**src/rtl/data_sram_like_bridge_pkg.sv**
```systemverilog
// Shared definitions for the data SRAM to SRAM-like bridge: FSM states,
// access-size codes and the byte-enable to size/strobe mapping.
package data_sram_like_bridge_pkg;

  typedef enum logic [1:0] {
    IDLE = 2'd0,
    ADDR = 2'd1,
    DATA = 2'd2,
    DONE = 2'd3
  } state_t;

  localparam logic [1:0] SIZE_BYTE = 2'd0;
  localparam logic [1:0] SIZE_HALF = 2'd1;
  localparam logic [1:0] SIZE_WORD = 2'd2;

  // A read (wen 0000) is a full word fetch with no strobes.
  function automatic logic [1:0] wen_to_size(input logic [3:0] wen);
    case (wen)
      4'b0011, 4'b1100:                   return SIZE_HALF;
      4'b0001, 4'b0010, 4'b0100, 4'b1000: return SIZE_BYTE;
      default:                            return SIZE_WORD;
    endcase
  endfunction

  function automatic logic [3:0] wen_to_wstrb(input logic [3:0] wen);
    return wen;
  endfunction

endpackage

```
**src/rtl/data_sram_like_bridge.sv**
```systemverilog
// Bridges the core's single-cycle data SRAM port onto an addr_ok/data_ok
// SRAM-like bus, stalling the pipeline. DATA_BRIDGE_WR_BUF_EN adds a posted write buffer.
module data_sram_like_bridge
  import data_sram_like_bridge_pkg::*;
(
  input  logic        clk,
  input  logic        rst,
  input  logic        data_sram_en,
  input  logic [3:0]  data_sram_wen,
  input  logic [31:0] data_sram_addr,
  input  logic [31:0] data_sram_wdata,
  output logic [31:0] data_sram_rdata,
  output logic        stallreq_for_mem,
  output logic        req,
  output logic        wr,
  output logic [1:0]  size,
  output logic [31:0] addr,
  output logic [31:0] wdata,
  output logic [3:0]  wstrb,
  input  logic        addr_ok,
  input  logic        data_ok,
  input  logic [31:0] rdata
);

`ifdef DATA_BRIDGE_WR_BUF_EN
  localparam bit WR_BUF = 1'b1;
`else
  localparam bit WR_BUF = 1'b0;
`endif

  // Handshake: the slave takes the request on a cycle with req && addr_ok;
  // the transaction ends on the first data_ok after that (or the same cycle).
  state_t      state, state_next;
  logic [3:0]  wen_q;
  logic [31:0] addr_q, wdata_q, rdata_q;
  logic        buf_valid;
  logic        accept, post, finish, capture, stall;

  always_comb begin
    state_next = state;
    stall      = 1'b0;
    accept     = 1'b0;
    post       = 1'b0;
    finish     = 1'b0;
    capture    = 1'b0;
    case (state)
      IDLE: begin
        if (data_sram_en && !rst) begin
          accept     = 1'b1;
          post       = WR_BUF && (data_sram_wen != 4'b0000);
          stall      = !post;
          state_next = ADDR;
        end
      end
      ADDR: begin
        // A draining posted write only holds back a newly arriving request.
        stall = buf_valid ? data_sram_en : 1'b1;
        if (addr_ok) begin
          finish     = data_ok;
          state_next = data_ok ? DONE : DATA;
        end
      end
      DATA: begin
        stall = buf_valid ? data_sram_en : 1'b1;
        if (data_ok) begin
          finish     = 1'b1;
          state_next = DONE;
        end
      end
      DONE:    state_next = IDLE;
      default: state_next = IDLE;
    endcase
    if (finish && buf_valid) state_next = IDLE;
    capture = finish && (wen_q == 4'b0000);
  end

  always_ff @(posedge clk) begin
    if (rst) begin
      state     <= IDLE;
      wen_q     <= 4'b0000;
      addr_q    <= 32'h0;
      wdata_q   <= 32'h0;
      rdata_q   <= 32'h0;
      buf_valid <= 1'b0;
    end else begin
      state <= state_next;
      if (accept) begin
        wen_q   <= data_sram_wen;
        addr_q  <= data_sram_addr;
        wdata_q <= data_sram_wdata;
      end
      if (capture) rdata_q <= rdata;
      if (post) buf_valid <= 1'b1;
      else if (finish) buf_valid <= 1'b0;
    end
  end

  assign stallreq_for_mem = stall;
  assign req              = (state == ADDR);
  assign wr               = |wen_q;
  assign size             = wen_to_size(wen_q);
  assign addr             = addr_q;
  assign wdata            = wdata_q;
  assign wstrb            = wen_to_wstrb(wen_q);
  assign data_sram_rdata  = rdata_q;

endmodule

```
**config.mk**
```make
export PLATFORM = sky130hd
export DESIGN_NAME = data_sram_like_bridge
export DESIGN_NICKNAME = d
export VERILOG_FILES = /design/src/rtl/data_sram_like_bridge_pkg.sv /design/src/rtl/data_sram_like_bridge.sv
export SDC_FILE = /design/constraint.sdc
export NUM_CORES = 1
export LEC_CHECK = 0
export ABC_AREA = 1
export BUFFER_PORTS_ARGS = -buffer_cell sky130_fd_sc_hd__buf_2
export CORE_MARGIN = 2
export CORE_UTILIZATION = 49
export DETAILED_ROUTE_END_ITERATION = 10
export GPL_TIMING_DRIVEN = 0
export PLACE_DENSITY = 0.85
export SLEW_MARGIN = 20
export SYNTH_ARGS = -nofsm -noshare
export SYNTH_HDL_FRONTEND = slang
export SYNTH_SLANG_ARGS = --single-unit
```
**constraint.sdc**
```tcl
create_clock -name clk -period 3.9 [get_ports clk]
set_input_delay 0.78 -clock clk [delete_from_list [all_inputs] [get_ports clk]]
set_output_delay 0.78 -clock clk [all_outputs]
set_load 0.005 [all_outputs]
```
==> impl_results.md <==
- Total setup buffers inserted after CTS: 0
- Static Leak: 3.043 nW
- CP Max Fanout: 10
- Fin. Hold Viols: 0
- First-pass GRT wire length: about 17000 µm
- Hold bufs inserted after CTS: 0
- Mapped Cells: 546
- H-Tree Depth: 3
- DRT iter0 DRCs: about 100
- Die area: ~9100 µm²
- Vias per std cell: 4.732
- Placed Area: between 5000 and 6000 µm²
- Syn-to-layout area delta: 32.92%
- Setup TNS: 0 ps
- Crit path top cell by count: buf_2
- Post-synth top cells: inv_1, nand3_1, dfxtp_1
- Status: complete, no violations
- Post_cts resized: 0
- Die Y: ~96 µm
- Remaining DRCs: 0
- Max-cap violations: 0
- Largest net degree at the start of global routing: 16
- Register area share after synthesis: roughly half
- Critical path depth: 7
- Routed vias: just over 4000
- Worst stage delay on the critical path: around 400 ps
- Crit path kind: register to output pin
- Worst Path Arrival: about 1900 ps
- Hold worst-path end: wdata[21]
- Setup crit end kind: output pin
- CTS tree: yes
- CTS Buf Count: 9
- Final nets: 876
- Leading area contributor after synthesis: dfxtp_1
- Clock Skew: ~15 ps
- Synthesized Nets: approximately 660
- Reg2reg start: state[0]
- R2r setup slk: approximately 2200 ps
- Filler cells: between 700 and 800
- Initial antenna violation count: 0
- Io pins: 210
- Worst Reg-to-Reg Cells: 6
- Detailed Place HPWL: 8649 µm
- Clk slew on worst S/H paths: approximately 100 ps
- Max Slew Vio Count: 0
- Tightest Pin Transition: between 500 and 600 ps
- Share of cells above drive strength 1: between 30 and 40%
- Reg-to-reg endpoint: wdata[25]
- Tcrit/Tclk final: 69.86%
- Core Util, Final: about two thirds
- Syn Area/Cell: about 7.5 µm²
- Clk Tree Root Cell: clkbuf_8
- Die width: about 96 µm
- Number of distinct library cells after synthesis: 20
- Sink Count: just over 100
- Share of the synthesized area in the top cell type: 49.60%
- Async S/R FF share, synth: 0%
- Mapped Area: 4116 µm²
- Unrepaired setup endpoints after global routing: no
- Dominant synthesized flop cell: dfxtp_1
- Routed length per placed instance: roughly 13 µm
- Initial core utilization: about 50%
- Area contributors post-synth: dfxtp_1, nand3_1, inv_1, nor2_1, o21ai_1
- Post-synth EDFFs: 0
- Yosys reg bits: about 100
- Worst path required time: about 3100 ps
- Clock Tree Buf Depth: 2
- Relative slew slack: roughly 65%
- Pwr dens: about 520 nW/µm²
- Worst skew pair latency: ~360 ps
- Min-Delay Path Depth: 2
- Post-route cell area: roughly 5500 µm²
- Buffers & Inverters on Critical Path: 4
- Final Setup Violations: 0
- DRT Wirelength: 11030 µm
- Vias in the first global route: 3915
- Maximum clock rate: 367.1 MHz
- Diode count: 0
- Routability Congestion: approximately 0.78
- Slowest CP cell: dfxtp_1
- Hold path startpoint: wdata[21]
- Fin crit period: around 2700 ps
- Num rows: 33
- PortBufs: approximately 210
- Drt pass-1 iters: 4
- Core ar.: between 8000 and 9000 µm²
- Largest delay share family, worst path: buffers and inverters
- Crit-path cells: inv_1 > ha_1 > nand3_1 > buf_2 > clkbuf_2 > a21oi_1 > buf_2
- Post-DRT Antenna Nets: 0
- Synth Warn #: 0
- Hold WC Path Type: register to register
- Startpoint Class: register
- Gr usage total: approximately 24%
- Most common cell in the netlist: inv_1
- Maximum vdd drop: 324.6 µV
- Total gr overflow: 0
==> worst register-to-register path, stage by stage (launching register included) <==
cell and delay, ps:
dfxtp_1 400, inv_1 120, ha_1 230, nand3_1 100
buf_2 230, clkbuf_1 410, o21ai_1 130
==> flip-flops by register name, summed over array words and instances (netlist names) <==
signal / flops
wdata: 32
wstrb: 4
data_sram_rdata: 32
addr: 32
state: 2
==> worst max-delay path by stage <==
stage	from	slack, ps	endpoint
after floorplan	rst	1740	stallreq_for_mem
after global placement	rst	1380	stallreq_for_mem
after detailed placement	rst	1370	stallreq_for_mem
after CTS	state[0]	1140	stallreq_for_mem
after global routing	state[0]	1030	stallreq_for_mem
final	state[0]	1180	stallreq_for_mem
==> layout make-up <==
cell class,instances,area [µm²],share of cell area [%]
Buffer,35,219.0,4.002
Clock buffer,10,127.6,2.332
Clock inverter,4,50.05,0.9147
Inverter,109,409.1,7.478
Multi-Input combinational cell,300,1446,26.43
Sequential cell,102,2042,37.32
Tap cell,105,131.4,2.401
Timing Repair Buffer,209,1046,19.12
==> per-stage QoR <==
| step | cells | total power, mW | worst slack (ps) | hold slack, ps |
|---|---|---|---|---|
| 4_1_cts | 874 | 2.851 | 1140 | 477.2 |
| 3_5_place_dp | 860 | 2.231 | 1365 | 464.2 |
| 2_1_floorplan | 546 | 1.835 | 1736 | 470.0 |
| 3_3_place_gp | 860 | 2.190 | 1380 | 458.9 |
| 6_report | 874 | 2.830 | 1176 | 475.3 |
| 5_1_grt | 874 | 3.016 | 1029 | 498.6 |
==> cell usage in the layout, fill, tap and decap left out, drive strengths merged <==
| cell | count |
|---|---|
| nand3 | 103 |
| nor2 | 72 |
| nand2 | 45 |
| clkbuf | 22 |
| dfxtp | 102 |
| ha | 5 |
| inv | 109 |
| buf | 232 |
| clkinv | 1 |
| a21oi | 4 |
| bufinv | 1 |
| nand3b | 2 |
| o21ai | 69 |
| clkinvlp | 2 |
==> cells by family after synthesis <==
logic type,count (synthesis),share of synthesized area [%]
compound gates,73,8.966
fa+ha+maj,5,1.520
buf+inv,144,15.26
flops,102,49.60
simple gates,222,24.65
==> power by group <==
part	total (mW)	internal, mW	switching [mW]
Combinational	0.845	0.374	0.471
Clock	0.626	0.289	0.337
Sequential	1.36	1.24	0.119
==> per-layer routing <==
metal  vias to the layer above  global-route usage (%)  routed length (µm)
li1                       2129                       -                   -
met1                      1846                   26.78                4401
met2                       149                   45.10                5596
met3                        12                   5.850                 887
met4                         0                   6.667                 148
met5                         -                       0                   0
No activity file was read; power rests on OpenSTA's default activity.
